`src/rtl/reorder_ingress_ctl_pkg.sv`:
```
// rtl/reorder_ingress_ctl_pkg.sv - shared types and helpers for the reorder ingress steering stage
package reorder_pkg;

  typedef enum logic [1:0] {
    BK_FILL  = 2'd0,
    BK_FULL  = 2'd1,
    BK_DRAIN = 2'd2
  } bank_state_e;

  typedef enum logic {
    BANK_A = 1'b0,
    BANK_B = 1'b1
  } bank_e;

  function automatic int depth_f(input int aw);
    return 2 ** aw;
  endfunction

endpackage

```
`src/rtl/reorder_ingress_ctl_if.sv`:
```
// rtl/reorder_ingress_ctl_if.sv - upstream beat handshake plus bank A/B write and drain-select bus
interface reorder_ingress_ctl_if #(
  parameter int DW = 18,
  parameter int AW = 7
);
  logic          in_vld;
  logic          in_rdy;
  logic [DW-1:0] in_data;
  logic [AW:0]   in_seq;

  logic          push_a;
  logic [DW-1:0] data_a;
  logic [AW-1:0] offset_a;
  logic          full_a;
  logic          empty_a;

  logic          push_b;
  logic [DW-1:0] data_b;
  logic [AW-1:0] offset_b;
  logic          full_b;
  logic          empty_b;

  logic          drain_sel;
  logic          err_dup;

  modport master (
    output in_vld, in_data, in_seq, full_a, empty_a, full_b, empty_b,
    input  in_rdy, push_a, data_a, offset_a, push_b, data_b, offset_b, drain_sel, err_dup
  );

  modport slave (
    input  in_vld, in_data, in_seq, full_a, empty_a, full_b, empty_b,
    output in_rdy, push_a, data_a, offset_a, push_b, data_b, offset_b, drain_sel, err_dup
  );
endinterface

```
`src/rtl/reorder_ingress_ctl_bank.sv`:
```
// rtl/reorder_ingress_ctl_bank.sv - one bank: fill/full/drain FSM, beat count, push register
// Optional duplicate-offset bitmap when REORDER_DUP_CHECK_EN is defined.
module reorder_bank_ctl
  import reorder_pkg::*;
#(
  parameter int DW = 18,
  parameter int AW = 7
) (
  input  logic          clk,
  input  logic          rst,
  input  logic          accept,
  input  logic [DW-1:0] wr_data,
  input  logic [AW-1:0] wr_offset,
  input  logic          full,
  input  logic          empty,
  input  logic          drain_me,
  output logic          is_fill,
  output logic          leave_drain,
  output logic          push,
  output logic [DW-1:0] data,
  output logic [AW-1:0] offset,
  output logic          dup
);
  localparam int          DEPTH   = depth_f(AW);
  localparam logic [AW:0] DEPTH_C = (AW+1)'(DEPTH);

  bank_state_e state, state_nxt;
  logic [AW:0] count, count_nxt;
  logic        drop;
  logic        take;

`ifdef REORDER_DUP_CHECK_EN
  logic [DEPTH-1:0] bitmap;

  // A repeated offset is still handshaken upstream so the stream never wedges on it.
  assign drop = accept && bitmap[wr_offset];

  always_ff @(posedge clk) begin
    if (rst || leave_drain) begin
      bitmap <= '0;
    end else if (take) begin
      bitmap[wr_offset] <= 1'b1;
    end
  end
`else
  assign drop = 1'b0;
`endif

  assign take        = accept && !drop;
  assign leave_drain = (state == BK_DRAIN) && empty;
  assign is_fill     = (state == BK_FILL);

  always_comb begin
    count_nxt = count;
    state_nxt = state;
    if (leave_drain) begin
      count_nxt = '0;
    end else if (take && count != DEPTH_C) begin
      count_nxt = count + 1'b1;
    end
    case (state)
      BK_FILL:  if (count_nxt == DEPTH_C) state_nxt = BK_FULL;
      BK_FULL:  if (full && drain_me)     state_nxt = BK_DRAIN;
      BK_DRAIN: if (empty)                state_nxt = BK_FILL;
      default:                            state_nxt = BK_FILL;
    endcase
  end

  always_ff @(posedge clk) begin
    if (rst) begin
      state <= BK_FILL;
      count <= '0;
    end else begin
      state <= state_nxt;
      count <= count_nxt;
    end
  end

  always_ff @(posedge clk) begin
    if (rst) begin
      push   <= 1'b0;
      dup    <= 1'b0;
      data   <= '0;
      offset <= '0;
    end else begin
      push <= take;
      dup  <= drop;
      if (take) begin
        data   <= wr_data;
        offset <= wr_offset;
      end
    end
  end

endmodule

```
`src/rtl/reorder_ingress_ctl.sv`:
```
// rtl/reorder_ingress_ctl.sv - steers sequence-tagged beats into reorder banks A/B and picks the drain bank
// Duplicate-offset dropping is enabled by REORDER_DUP_CHECK_EN (see reorder_bank_ctl).
module reorder_ingress_ctl
  import reorder_pkg::*;
#(
  parameter int DW = 18,
  parameter int AW = 7
) (
  input  logic                  clk,
  input  logic                  rst,
  reorder_ingress_ctl_if.slave  bus
);
  logic  fill_a, fill_b;
  logic  leave_a, leave_b;
  logic  dup_a, dup_b;
  logic  xfer, accept_a, accept_b;
  bank_e in_bank;

  assign in_bank  = bank_e'(bus.in_seq[AW]);
  // Ready looks only at registered bank state; a bank reopening becomes usable next cycle.
  assign bus.in_rdy = !rst && ((in_bank == BANK_B) ? fill_b : fill_a);
  assign xfer     = bus.in_vld && bus.in_rdy;
  assign accept_a = xfer && (in_bank == BANK_A);
  assign accept_b = xfer && (in_bank == BANK_B);

  reorder_bank_ctl #(.DW(DW), .AW(AW)) u_bank_a (
    .clk         (clk),
    .rst         (rst),
    .accept      (accept_a),
    .wr_data     (bus.in_data),
    .wr_offset   (bus.in_seq[AW-1:0]),
    .full        (bus.full_a),
    .empty       (bus.empty_a),
    .drain_me    (bus.drain_sel == BANK_A),
    .is_fill     (fill_a),
    .leave_drain (leave_a),
    .push        (bus.push_a),
    .data        (bus.data_a),
    .offset      (bus.offset_a),
    .dup         (dup_a)
  );

  reorder_bank_ctl #(.DW(DW), .AW(AW)) u_bank_b (
    .clk         (clk),
    .rst         (rst),
    .accept      (accept_b),
    .wr_data     (bus.in_data),
    .wr_offset   (bus.in_seq[AW-1:0]),
    .full        (bus.full_b),
    .empty       (bus.empty_b),
    .drain_me    (bus.drain_sel == BANK_B),
    .is_fill     (fill_b),
    .leave_drain (leave_b),
    .push        (bus.push_b),
    .data        (bus.data_b),
    .offset      (bus.offset_b),
    .dup         (dup_b)
  );

  assign bus.err_dup = dup_a || dup_b;

  // Strict ping-pong: only the currently selected bank finishing its drain hands over.
  always_ff @(posedge clk) begin
    if (rst) begin
      bus.drain_sel <= 1'b0;
    end else if (bus.drain_sel ? leave_b : leave_a) begin
      bus.drain_sel <= ~bus.drain_sel;
    end
  end

endmodule
```
`src/flat_wrapper.sv`:
```
// flat-port wrapper written by rule: the top's interface ports become plain ports
module reorder_ingress_ctl_flat import reorder_pkg::*;
#(
  parameter int DW = 18,
  parameter int AW = 7
)
  (clk, rst, bus_in_vld, bus_in_data, bus_in_seq, bus_full_a, bus_empty_a, bus_full_b, bus_empty_b, bus_in_rdy, bus_push_a, bus_data_a, bus_offset_a, bus_push_b, bus_data_b, bus_offset_b, bus_drain_sel, bus_err_dup);
  reorder_ingress_ctl_if #(.DW(DW), .AW(AW)) bus_i ();
  input  logic clk;
  input  logic rst;
  input wire logic [$bits(bus_i.in_vld)-1:0] bus_in_vld;
  input wire logic [$bits(bus_i.in_data)-1:0] bus_in_data;
  input wire logic [$bits(bus_i.in_seq)-1:0] bus_in_seq;
  input wire logic [$bits(bus_i.full_a)-1:0] bus_full_a;
  input wire logic [$bits(bus_i.empty_a)-1:0] bus_empty_a;
  input wire logic [$bits(bus_i.full_b)-1:0] bus_full_b;
  input wire logic [$bits(bus_i.empty_b)-1:0] bus_empty_b;
  output wire logic [$bits(bus_i.in_rdy)-1:0] bus_in_rdy;
  output wire logic [$bits(bus_i.push_a)-1:0] bus_push_a;
  output wire logic [$bits(bus_i.data_a)-1:0] bus_data_a;
  output wire logic [$bits(bus_i.offset_a)-1:0] bus_offset_a;
  output wire logic [$bits(bus_i.push_b)-1:0] bus_push_b;
  output wire logic [$bits(bus_i.data_b)-1:0] bus_data_b;
  output wire logic [$bits(bus_i.offset_b)-1:0] bus_offset_b;
  output wire logic [$bits(bus_i.drain_sel)-1:0] bus_drain_sel;
  output wire logic [$bits(bus_i.err_dup)-1:0] bus_err_dup;
  assign bus_i.in_vld = bus_in_vld;
  assign bus_i.in_data = bus_in_data;
  assign bus_i.in_seq = bus_in_seq;
  assign bus_i.full_a = bus_full_a;
  assign bus_i.empty_a = bus_empty_a;
  assign bus_i.full_b = bus_full_b;
  assign bus_i.empty_b = bus_empty_b;
  assign bus_in_rdy = bus_i.in_rdy;
  assign bus_push_a = bus_i.push_a;
  assign bus_data_a = bus_i.data_a;
  assign bus_offset_a = bus_i.offset_a;
  assign bus_push_b = bus_i.push_b;
  assign bus_data_b = bus_i.data_b;
  assign bus_offset_b = bus_i.offset_b;
  assign bus_drain_sel = bus_i.drain_sel;
  assign bus_err_dup = bus_i.err_dup;
  reorder_ingress_ctl #(.DW(DW), .AW(AW)) u_core (.clk(clk), .rst(rst), .bus(bus_i));
endmodule
```
`config.mk`:
```
export PLATFORM = sky130hd
export DESIGN_NAME = reorder_ingress_ctl_flat
export DESIGN_NICKNAME = d
export VERILOG_FILES = /design/src/rtl/reorder_ingress_ctl_pkg.sv /design/src/rtl/reorder_ingress_ctl_if.sv /design/src/rtl/reorder_ingress_ctl_bank.sv /design/src/rtl/reorder_ingress_ctl.sv /design/src/flat_wrapper.sv
export SDC_FILE = /design/constraint.sdc
export NUM_CORES = 1
export LEC_CHECK = 0
export ABC_AREA = 1
export BUFFER_PORTS_ARGS = -buffer_cell sky130_fd_sc_hd__clkbuf_2
export CAP_MARGIN = 20
export CORE_MARGIN = 10
export CORE_UTILIZATION = 35
export DETAILED_ROUTE_END_ITERATION = 10
export PLACE_DENSITY = 0.61
export SYNTH_ARGS = -nofsm -noshare
export SYNTH_HDL_FRONTEND = slang
export SYNTH_SLANG_ARGS = --single-unit
```
`constraint.sdc`:
```
create_clock -name clk -period 3.1 [get_ports clk]
set_input_delay 0.62 -clock clk [delete_from_list [all_inputs] [get_ports clk]]
set_output_delay 0.62 -clock clk [all_outputs]
set_load 0.01 [all_outputs]
```
==> summary.md, run 1 <==
| Metric | Value |
|---|---|
| WS Path Type | input port to primary output |
| Critical path's most frequent cell | clkbuf_2 |
| Crit path max-delay family | buffers and inverters |
| Area after DPL | 3550 um^2 |
| #FFs+latches synth | 73 |
| Tmin final | 1.95 ns |
| Die ar. | 12900 um^2 |
| I/O pins | 88 |
| Hold WC Path Type | flop to flop |
| Mapped Nets | 450 |
| Fin. Hold Viols | 0 |
| Compound-Gate Fraction of Synth Area | 0.125 |
| R2r startpoint | u_core.u_bank_b.state[1] |
| Critical-path maximum fanout | 15 |
| Unique masters post-synth | 36 |
| Dpl cells | just under 600 |
| CTS Hold Bufs | 0 |
| Share of post-route cells with drive strength above 1 | 0.248 |
| Place WS | 0.914 ns |
| Critical Path Max Stage Delay | 0.16 ns |
| Fin cells | between 600 and 700 |
| Total track usage | 0.128 |
| Clock share of power | 0.409 |
| Final WL | 8.32 mm |
| Pwr/cell area | 514 nW/um^2 |
| Fmax | a little over 500 MHz |
| Post-Syn Instances | roughly 410 |
| Total chip power | 1.93 mW |
| Crit. End Element | primary output |
| Critical-path cell list | clkbuf_2 > inv_2 > o21ai_2 > nand2_1 > nor2_2 > clkbuf_2 |
| Hold path cells | 2 |
| Area Overhead vs Synth | 22.7% |
| Initial Utilization | 0.355 |
| Diodes inserted | 0 |
| Synth Warn # | 0 |
| Vias | 2902 |
| Overflow left after global routing | 0 |
| Critical path data required time | approximately 2.5 ns |
| Vias in the first global route | 2779 |
| Fillers | 911 |
| Core Footprint | 8640 um^2 |
| Clock sinks | 73 |
| ANT nets after route | 0 |
| Adder-cell share of the synthesized area | 0.0163 |
| Largest family of logic cells by synthesized area | simple AND/OR/NAND/NOR gates |
| Outcome | completed |
| Share of the synthesized area in the top cell type | 0.477 |
| Overall die height | 114 um |
| Post-synth top flop | dfxtp_1 |
| Critical Path AT | 1.33 ns |
| Worst-path cell with the longest stage delay | clkbuf_2 |
| Leakage power | ~1.6 nW |
| Critical path buffer and inverter count | 3 |
| Synth Cell Area | 3060 um^2 |
| Antenna violations before repair | 0 |
| Maximum clock path buffer count | 2 |
| DR iter-0 viols | 250 |
| Post-synth top cells | 134 x nand2_1, 73 x dfxtp_1, 54 x a21oi_1 |
| Reg2Reg Setup Slack | 1.25 ns |
| Post-synth ARST share | 0 |
| Post-CTS sizing | 0 |
| Worst hold path endpoint | u_core.u_bank_b.data[3] |
| Max-slew violations | 0 |
| Period utilization | 0.630 |
| CP startpoint kind | input port |
| Worst R2R End | u_core.u_bank_b.state[0] |
| Share of power burned in registers | 0.507 |
| HP Start | u_core.u_bank_b.data[3] |
| Clk root buf | clkbuf_8 |
| Fin Hold WS | about 0.47 ns |
| CTS Buf Count | 9 |
| Width of the die | 114 um |
| TritonRoute pass-1 iters | 4 |
| Global-route wire length before repair | 13.6 mm |
| Sw Pwr | a little over 0.5 mW |
| Switching share of power | 0.269 |
| RSZ-0062 raised after global routing | false |
| Post CTS Setup Buffer Count | 0 |
| CTS tree | done |
| XOR/XNOR Fraction of Synth Area | 0.00572 |
| Util after Layout | 0.436 |
| Routed vias/inst | 4.78 |
| I/O Buffers | 86 |
| Worst setup slack after layout | 1.15 ns |
| Row count | 34 |
| Slew margin rel. | 0.507 |
| Max_cap viols | 0 |
| Number of synthesized flops with an enable pin | 0 |
| Setup violators final | 0 |
| Fin nets | 531 |
| Routability congestion estimate | between 0.7 and 0.8 |
| Worst Max-Slew Pin Slew | around 0.74 ns |
| Syn avg cell area | between 7 and 8 um^2 |
| Simple-gate share of the synthesized area | 0.304 |
| Area contributors post-synth | dfxtp_1 48%, nand2_1 16%, a21oi_1 8.8% |
| Setup TNS Final | 0 ns |
| DPL Wire Length | slightly below 6 mm |
| Post-DR wirelength/cell | between 10 and 15 um |
| Clk pin slew, worst setup/hold paths | around 0.070 ns |
| Largest net degree at the start of global routing | 70 |
| Worst R2R Path Depth | 10 |
| Register area share after synthesis | 0.477 |
| # DRC | 0 |
| Int Pwr | 1.41 mW |
| Fin area | about 3800 um^2 |
| Mux cell area share after synthesis | 0 |
| Most common cell in the netlist | nand2_1 |
| Area leader, netlist | dfxtp_1 |
| Worst VDD drop | 0.000200 V |
| Gate power share | 0.084 |
| H-tree levels | 3 |
| Final Skew | 0.0134 ns |
| Clk_lat worst skew | 0.35 ns |
-- sequential cells by signal, indices dropped and copies added, names as in the netlist, 2 cells and up --
signal and count:
u_core.u_bank_a.data 18, u_core.u_bank_b.data 18, u_core.u_bank_a.count 8, u_core.u_bank_b.count 8, u_core.u_bank_a.offset 7, u_core.u_bank_b.offset 7
u_core.u_bank_a.state 2, u_core.u_bank_b.state 2
-- layout make-up --
class,count,area [um^2],area share
clock buffer,9,124,0.0329
sequential,73,1460,0.389
tap,108,135,0.0359
clock inverter,7,83.8,0.0223
timing repair buffer,90,460,0.122
inverter,29,111,0.0296
multi-input combinational,291,1390,0.368
-- worst register-to-register path, stage by stage, from the launching register on --
cell     delay, ns
dfxtp_1       0.36
nor2_2        0.19
nand4_4       0.10
inv_2         0.23
buf_4         0.30
nand4_1       0.11
nand3_1       0.12
nand2_1       0.07
nor2_1        0.11
nand3_1       0.09
a21oi_1       0.12
-- how the worst max path moves through the flow --
stage / cells after the start / slack [ns] / from / end
floorplan: 11 / 1.29 / rst / u_core.u_bank_a.state[0]
global placement: 9 / 0.95 / bus_in_seq[7] / u_core.u_bank_a.data[7]
detailed placement: 9 / 0.91 / bus_in_seq[7] / u_core.u_bank_a.data[4]
CTS: 6 / 1.13 / bus_in_seq[7] / bus_in_rdy
global route: 10 / 1.01 / u_core.u_bank_b.state[1] / u_core.u_bank_b.state[0]
finish: 6 / 1.15 / bus_in_seq[7] / bus_in_rdy
-- metal layers --
layer / track usage / part of all wire / vias to the layer above
met5: 0 / 0 / -
met4: 0.0415 / 0.010 / 0
met3: 0.0483 / 0.057 / 6
met2: 0.208 / 0.47 / 65
met1: 0.151 / 0.46 / 1328
li1: - / - / 1503
-- power groups by stage --
stage	clock network, mW	logic (mW)	registers (mW)
after floorplan	0	0.0853	1.01
after global placement	0	0.164	1.00
after detailed placement	0	0.165	1.00
after CTS	0.817	0.166	0.980
after global routing	0.863	0.184	0.983
final	0.789	0.163	0.979
-- layout by cell type, fill, tap and decap left out, drive strengths merged --
master and n:
nand2 136, clkbuf 95, dfxtp 73, a21oi 55, nor2 35, inv 34
nand3 23, nand4 11, o21ai 7, nor3 6, ha 4, buf 4
a211oi 2, xnor2 2, nor3b 2, nand3b 1, o21bai 1, o211ai 1
a21boi 1, o21a 1, a31o 1, o31ai 1, conb 1, bufinv 1
clkinvlp 1
-- cells by family (layout without fill, tap and decap cells) --
group | count (synthesis) | in the layout
xor gates and xnor gates | 2 | 2
and+or+nand+nor | 214 | 214
DFF | 73 | 73
other | 1 | 1
buffers and inverters | 49 | 135
AOI/OAI and AO/OA | 70 | 70
adders and majority gates | 4 | 4
(Power assumes the default switching activity.)
==> run 2, diff against run 1 <==
--- a/config.mk
+++ b/config.mk
@@ -5,7 +5,7 @@
 export SDC_FILE = /design/constraint.sdc
 export NUM_CORES = 1
 export LEC_CHECK = 0
-export ABC_AREA = 1
+export ABC_AREA = 0
 export BUFFER_PORTS_ARGS = -buffer_cell sky130_fd_sc_hd__clkbuf_2
 export CAP_MARGIN = 20
 export CORE_MARGIN = 10
==> constraint.sdc (replaced) <==
create_clock -name clk -period 1.8 [get_ports clk]
set_input_delay 0.36 -clock clk [delete_from_list [all_inputs] [get_ports clk]]
set_output_delay 0.36 -clock clk [all_outputs]
set_load 0.01 [all_outputs]
==> run 2 against run 1 <==
  * The run now ends with setup timing left
  * Flip-flop and latch count is the same
  * Die area down 0.43%
  * Non-clock buffer count grew 21
  * Largest power group unchanged
==> summary.md, run 2 <==
| Metric | Value |
|---|---|
| Share of power burned in registers | 0.491 |
| Worst setup path startpoint | u_core.u_bank_b.state[0] |
| Max-slew violations | 0 |
| Antenna violations before repair | 0 |
| Post-Syn Instances | between 300 and 400 |
| Initial Utilization | 0.365 |
| Most frequent cells in the layout | 108 x nand2_1, 86 x clkbuf_2, 71 x dfxtp_1 |
| Fin. Hold Viols | 0 |
| WS Path Type | flop to flop |
| Number of synthesized flops with an enable pin | 0 |
| Gate power share | 0.086 |
| Overall die height | about 110 um |
| Critical Path AT | around 2.1 ns |
| CP startpoint kind | flop |
| Mapped Nets | 414 |
| Hold WC Path Type | input port to flop |
| Period utilization | 1.03 |
| Util after Layout | 0.479 |
| Sw Pwr | 0.853 mW |
| Area leader, netlist | dfxtp_1 |
| Post-DR wirelength/cell | 14.4 um |
| Max_cap viols | 0 |
| Vias in the first global route | 2781 |
| Vias | between 2k and 3k |
| Failing checks | setup timing |
| Register area share after synthesis | 0.479 |
| ANT nets after route | 0 |
| Critical path data required time | 2.06 ns |
| Synth Cell Area | 3050 um^2 |
| Overflow left after global routing | 0 |
| Diodes inserted | 0 |
| Worst-path cell with the longest stage delay | or4b_4 |
| DR iter-0 viols | 173 |
| Largest net degree at the start of global routing | 38 |
| DPL Wire Length | approximately 6 mm |
| Switching share of power | 0.249 |
| Fin nets | 513 |
| Worst VDD drop | 0.000445 V |
| Critical path's most frequent cell | o21ai_1 |
| Clock share of power | 0.423 |
| Tmin final | ~1.9 ns |
| CTS tree | done |
| TritonRoute pass-1 iters | 4 |
| Most common cell after layout, fill and taps aside | nand2_1 |
| R2r startpoint | u_core.u_bank_b.state[0] |
| # DRC | 0 |
| Outcome | complete, but fails checks |
| Int Pwr | 2.57 mW |
| Most common cell in the netlist | nand2_1 |
| Row count | 33 |
| Core Footprint | 8340 um^2 |
| Routed vias/inst | 4.94 |
| Area Overhead vs Synth | 31.1% |
| Critical-path maximum fanout | 2 |
| Worst setup slack after layout | -0.0502 ns |
| Total track usage | 0.126 |
| Setup violators final | 2 |
| I/O Buffers | 86 |
| Post-synth top cells | 108 x nand2_1, 73 x dfxtp_1, 56 x a21oi_1 |
| Final Skew | 0.0105 ns |
| Leakage power | 1.71 nW |
| Final WL | 8.47 mm |
| Post-synth top flop | dfxtp_1 |
| Crit. End Element | flop |
| Width of the die | 113 um |
| H-tree levels | 3 |
| Clk pin slew, worst setup/hold paths | 0.09 ns |
| Unique masters post-synth | 46 |
| Fmax | around 540 MHz |
| Pwr/cell area | 857 nW/um^2 |
| Post-synth ARST share | 0 |
| Critical path buffer and inverter count | 0 |
| Share of the synthesized area in the top cell type | 0.479 |
| Global-route wire length before repair | 13.6 mm |
| Maximum clock path buffer count | 2 |
| Crit path max-delay family | simple AND/OR/NAND/NOR gates |
| Largest regs | u_core.u_bank_a.data x18, u_core.u_bank_b.data x18 |
| Routability congestion estimate | 0.848 |
| Clk root buf | clkbuf_8 |
| Clk_lat worst skew | ~0.34 ns |
| Clock sinks | between 70 and 80 |
| CTS Hold Bufs | 0 |
| Die ar. | 12800 um^2 |
| Share of post-route cells with drive strength above 1 | 0.304 |
| Area contributors post-synth | dfxtp_1 48%, nand2_1 13%, a21oi_1 9.2% |
| Synth Warn # | 0 |
| Syn avg cell area | just over 8 um^2 |
| Total chip power | 3.43 mW |
| #FFs+latches synth | 73 |
| Critical Path Max Stage Delay | between 0.5 and 0.6 ns |
| RSZ-0062 raised after global routing | true |
| I/O pins | 88 |
| Critical-path cell list | or4b_4 > or4_4 > a21oi_2 > o21ai_1 > o21ai_1 |
| HP Start | bus_in_data[9] |
| CTS Buf Count | 9 |
[run 2: cell types whose count changed after synthesis, moves of 4 or more]
cell	previous run	this run
inv_1	25	6
nand2b_1	0	5
nand4_1	10	3
nand3_1	20	9
xor2_1	0	6
nor2_1	32	26
nand2_1	134	108
xnor2_1	2	6
mux2i_1	0	4
nor4_1	0	4
[run 2: layout make-up]
class / instances / area (um^2)
Fill cell: 858 / 4350
Sequential cell: 73 / 1460
Clock buffer: 9 / 124
Clock inverter: 7 / 100
Tap cell: 105 / 131
Inverter: 7 / 33.8
Timing Repair Buffer: 111 / 656
Multi-Input combinational cell: 274 / 1490
[run 2: logic make-up (layout without fill, tap and decap cells)]
family          Yosys count  count (layout)  share of synthesized area
compound gates           73              73                      0.137
mux                       4               4                     0.0131
simple gates            180             180                      0.266
xor+xnor                 12              12                     0.0345
flops                    73              73                      0.479
buf+inv                  30             134                     0.0525
other cells               1               1                    0.00123
fa+ha+maj                 4               4                     0.0164
[run 2: repair_timing]
action | 4_1_cts | 5_1_grt
pin swaps | 4 | 9
endpoints found under the setup margin | 7 | 35
setup buffers | 0 | 1
resized for setup | 4 | 14
cloned | 0 | 1
[run 2: final timing paths]
kind / to / cells past startpoint / slack, ns
max: u_core.u_bank_b.state[0] / 5 / -0.05
min: u_core.u_bank_b.data[9] / 3 / 0.24
max reg2reg: u_core.u_bank_b.state[0] / 5 / -0.05
min reg2reg: u_core.u_bank_b.offset[1] / 2 / 0.46
[run 2: metrics by stage]
stage               hold WS, ns  instances  instance area, um^2  setup WS [ns]  setup TNS [ns]
global route              0.230        586                 4000         -0.102          -0.156
detailed placement        0.445        568                 3670         -0.241           -7.83
global placement          0.441        568                 3670         -0.183           -6.60
finish                    0.241        586                 4000        -0.0502         -0.0636
floorplan                 0.478        377                 3060         -0.185           -2.71
CTS                       0.224        584                 3910        -0.0934         -0.0934
[run 2: power groups by stage]
stage,registers (mW),clock network [mW],logic [mW]
3_3_place_gp,1.72,0,0.281
3_5_place_dp,1.72,0,0.284
2_1_floorplan,1.73,0,0.138
5_1_grt,1.69,1.55,0.332
4_1_cts,1.68,1.48,0.287
6_report,1.68,1.45,0.296
[run 2: per-layer routing]
metal  GRT usage  vias up  part of all wire  wire (um)
li1            -     1457                 -          -
met1       0.162     1336              0.47       3990
met2       0.190       90              0.44       3690
met3      0.0438       12             0.075        634
met4      0.0482        0             0.017        142
met5           0        -                 0          0
[run 2: worst min-delay path, stage by stage]
cell and delay, ns:
clkbuf_2 0.09, nand2_1 0.05, a21oi_1 0.05
==> run 3, diff against run 2 <==
--- a/config.mk
+++ b/config.mk
@@ -11,6 +11,7 @@
 export CORE_MARGIN = 10
 export CORE_UTILIZATION = 35
 export DETAILED_ROUTE_END_ITERATION = 10
+export MAX_ROUTING_LAYER = met4
 export PLACE_DENSITY = 0.61
 export SYNTH_ARGS = -nofsm -noshare
 export SYNTH_HDL_FRONTEND = slang
==> run 3 against run 2 <==
  * The run still ends with setup timing left
  * Clock power barely moved
  * Worst setup slack barely moved
  * Register-to-register slack barely moved
  * Critical path type unchanged
  * Highest routed layer unchanged
==> summary.md, run 3 (synthesis results as in run 2) <==
| Metric | Value |
|---|---|
| Outcome | complete, but fails checks |
| Failing checks | setup timing |
| Critical-path maximum fanout | 2 |
| Area Overhead vs Synth | 31.1% |
| RSZ-0062 raised after global routing | true |
| Global-route wire length before repair | about 14 mm |
| Crit. End Element | flop |
| Tmin final | 1.85 ns |
| Initial Utilization | 0.365 |
| Worst-path cell with the longest stage delay | or4b_4 |
| HP Start | bus_in_data[9] |
| Dpl cells | 568 |
| Setup violators final | 2 |
| Leakage power | ~1.7 nW |
| I/O pins | 88 |
| Clk pin slew, worst setup/hold paths | 0.09 ns |
| Util after Layout | 0.479 |
| R2r startpoint | u_core.u_bank_b.state[0] |
| Antenna violations before repair | 0 |
| Fin nets | 513 |
| Worst R2R End | u_core.u_bank_b.state[0] |
| Routability congestion estimate | 0.861 |
| TritonRoute pass-1 iters | 4 |
| Critical path data required time | roughly 2.1 ns |
| Fin cells | 586 |
| H-tree levels | 3 |
| Vias | 2900 |
| Register area | 1460 um^2 |
| Overall die height | around 110 um |
| Vias in the first global route | 2784 |
| Max_cap viols | 0 |
| WS Path Type | flop to flop |
| CTS tree | done |
| Area after DPL | between 3000 and 4000 um^2 |
| Most frequent cells in the layout | 108 x nand2_1, 86 x clkbuf_2, 71 x dfxtp_1 |
| Routed vias/inst | between 4 and 5 |
| Post-DR wirelength/cell | ~14 um |
| Worst setup slack after layout | -0.0502 ns |
| # DRC | 0 |
| Most common cell after layout, fill and taps aside | nand2_1 |
| Share of post-route cells with drive strength above 1 | 0.304 |
| Maximum clock path buffer count | 2 |
| Overflow left after global routing | 0 |
| Fillers | ~860 |
| I/O Buffers | 86 |
| Total track usage | 0.130 |
| Critical path's most frequent cell | o21ai_1 |
| Clk_lat worst skew | 0.34 ns |
| Clk root buf | clkbuf_8 |
| Fmax | ~540 MHz |
| DR iter-0 viols | 162 |
| ANT nets after route | 0 |
| Crit path max-delay family | simple AND/OR/NAND/NOR gates |
| CTS Buf Count | 9 |
| Clock sinks | 73 |
| Fin area | 4000 um^2 |
| Largest net degree at the start of global routing | 38 |
| Reg2Reg Setup Slack | -0.05 ns |
| CP startpoint kind | flop |
| Hold path cells | 3 |
| DPL Wire Length | roughly 6.1 mm |
| Worst R2R Path Depth | 5 |
| CTS Hold Bufs | 0 |
| Pwr/cell area | 857 nW/um^2 |
| Fin. Hold Viols | 0 |
| Worst VDD drop | 0.000445 V |
| Critical Path AT | between 2 and 2.5 ns |
| Die ar. | approximately 13000 um^2 |
| Width of the die | 113 um |
| Final WL | 8.46 mm |
| Diodes inserted | 0 |
| Critical-path cell list | or4b_4 > or4_4 > a21oi_2 > o21ai_1 > o21ai_1 |
| Worst hold path endpoint | u_core.u_bank_b.data[9] |
| Max-slew violations | 0 |
| Area of the multi-input gates | 1490 um^2 |
| Hold WC Path Type | input port to flop |
| Period utilization | 1.03 |
| Critical path buffer and inverter count | 0 |
| Core Footprint | approximately 8300 um^2 |
| Row count | 33 |
| Final Skew | 0.0106 ns |
| Largest regs | u_core.u_bank_a.data x18, u_core.u_bank_b.data x18 |
| Fin Hold WS | 0.241 ns |
| Critical Path Max Stage Delay | around 0.54 ns |
==> run 3: worst max-delay path by stage <==
stage,startpoint,cells after the start,slack (ns),endpoint
after floorplan,rst,10,-0.18,u_core.u_bank_a.state[0]
after global placement,rst,6,-0.18,u_core.u_bank_a.state[0]
after detailed placement,rst,6,-0.24,u_core.u_bank_a.state[0]
after CTS,u_core.u_bank_b.state[0],5,-0.09,u_core.u_bank_b.state[0]
after global routing,u_core.u_bank_b.state[0],5,-0.10,u_core.u_bank_b.state[0]
final,u_core.u_bank_b.state[0],5,-0.05,u_core.u_bank_b.state[0]
==> run 3: report_power, final <==
| group | total [mW] | leakage (nW) | internal, mW | switching [mW] |
|---|---|---|---|---|
| logic | 0.296 | 0.998 | 0.123 | 0.173 |
| registers | 1.68 | 0.593 | 1.66 | 0.0250 |
| clock network | 1.45 | 0.114 | 0.793 | 0.655 |
==> run 3: tightest hold or removal path, delay by kind of cell <==
family / cells / cell delay, ns
compound gates: 1 / 0.05
buf+inv: 1 / 0.09
simple gates: 1 / 0.05
==> run 3: timing repair <==
action	4_1_cts	5_1_grt
setup endpoints to repair	7	35
pin swaps	4	9
buffers inserted	0	1
gates cloned	0	1
gates resized for setup	4	14
==> run 3: layer usage <==
| metal | part of all wire | vias up | track usage |
|---|---|---|---|
| li1 | - | 1456 | - |
| met5 | 0 | - | - |
| met4 | 0.017 | 0 | 0.0482 |
| met2 | 0.44 | 93 | 0.190 |
| met3 | 0.074 | 12 | 0.0423 |
| met1 | 0.47 | 1339 | 0.163 |
==> run 3: final cells by class <==
type	instances	area share
repair buffers	111	0.164
well taps	105	0.0329
clock buffers	9	0.0310
clock inverters	7	0.0251
multi-input cells	274	0.372
flip-flops and latches	73	0.366
inverters	7	0.00846
==> run 3: stage by stage <==
stage                     TNS, ns  setup WS, ns  power, mW
final                     -0.0627       -0.0502       3.42
after CTS                 -0.0934       -0.0934       3.45
after floorplan             -2.71        -0.185       1.87
after global routing       -0.156        -0.102       3.57
after detailed placement    -7.83        -0.241       2.00
after global placement      -6.60        -0.183       2.00
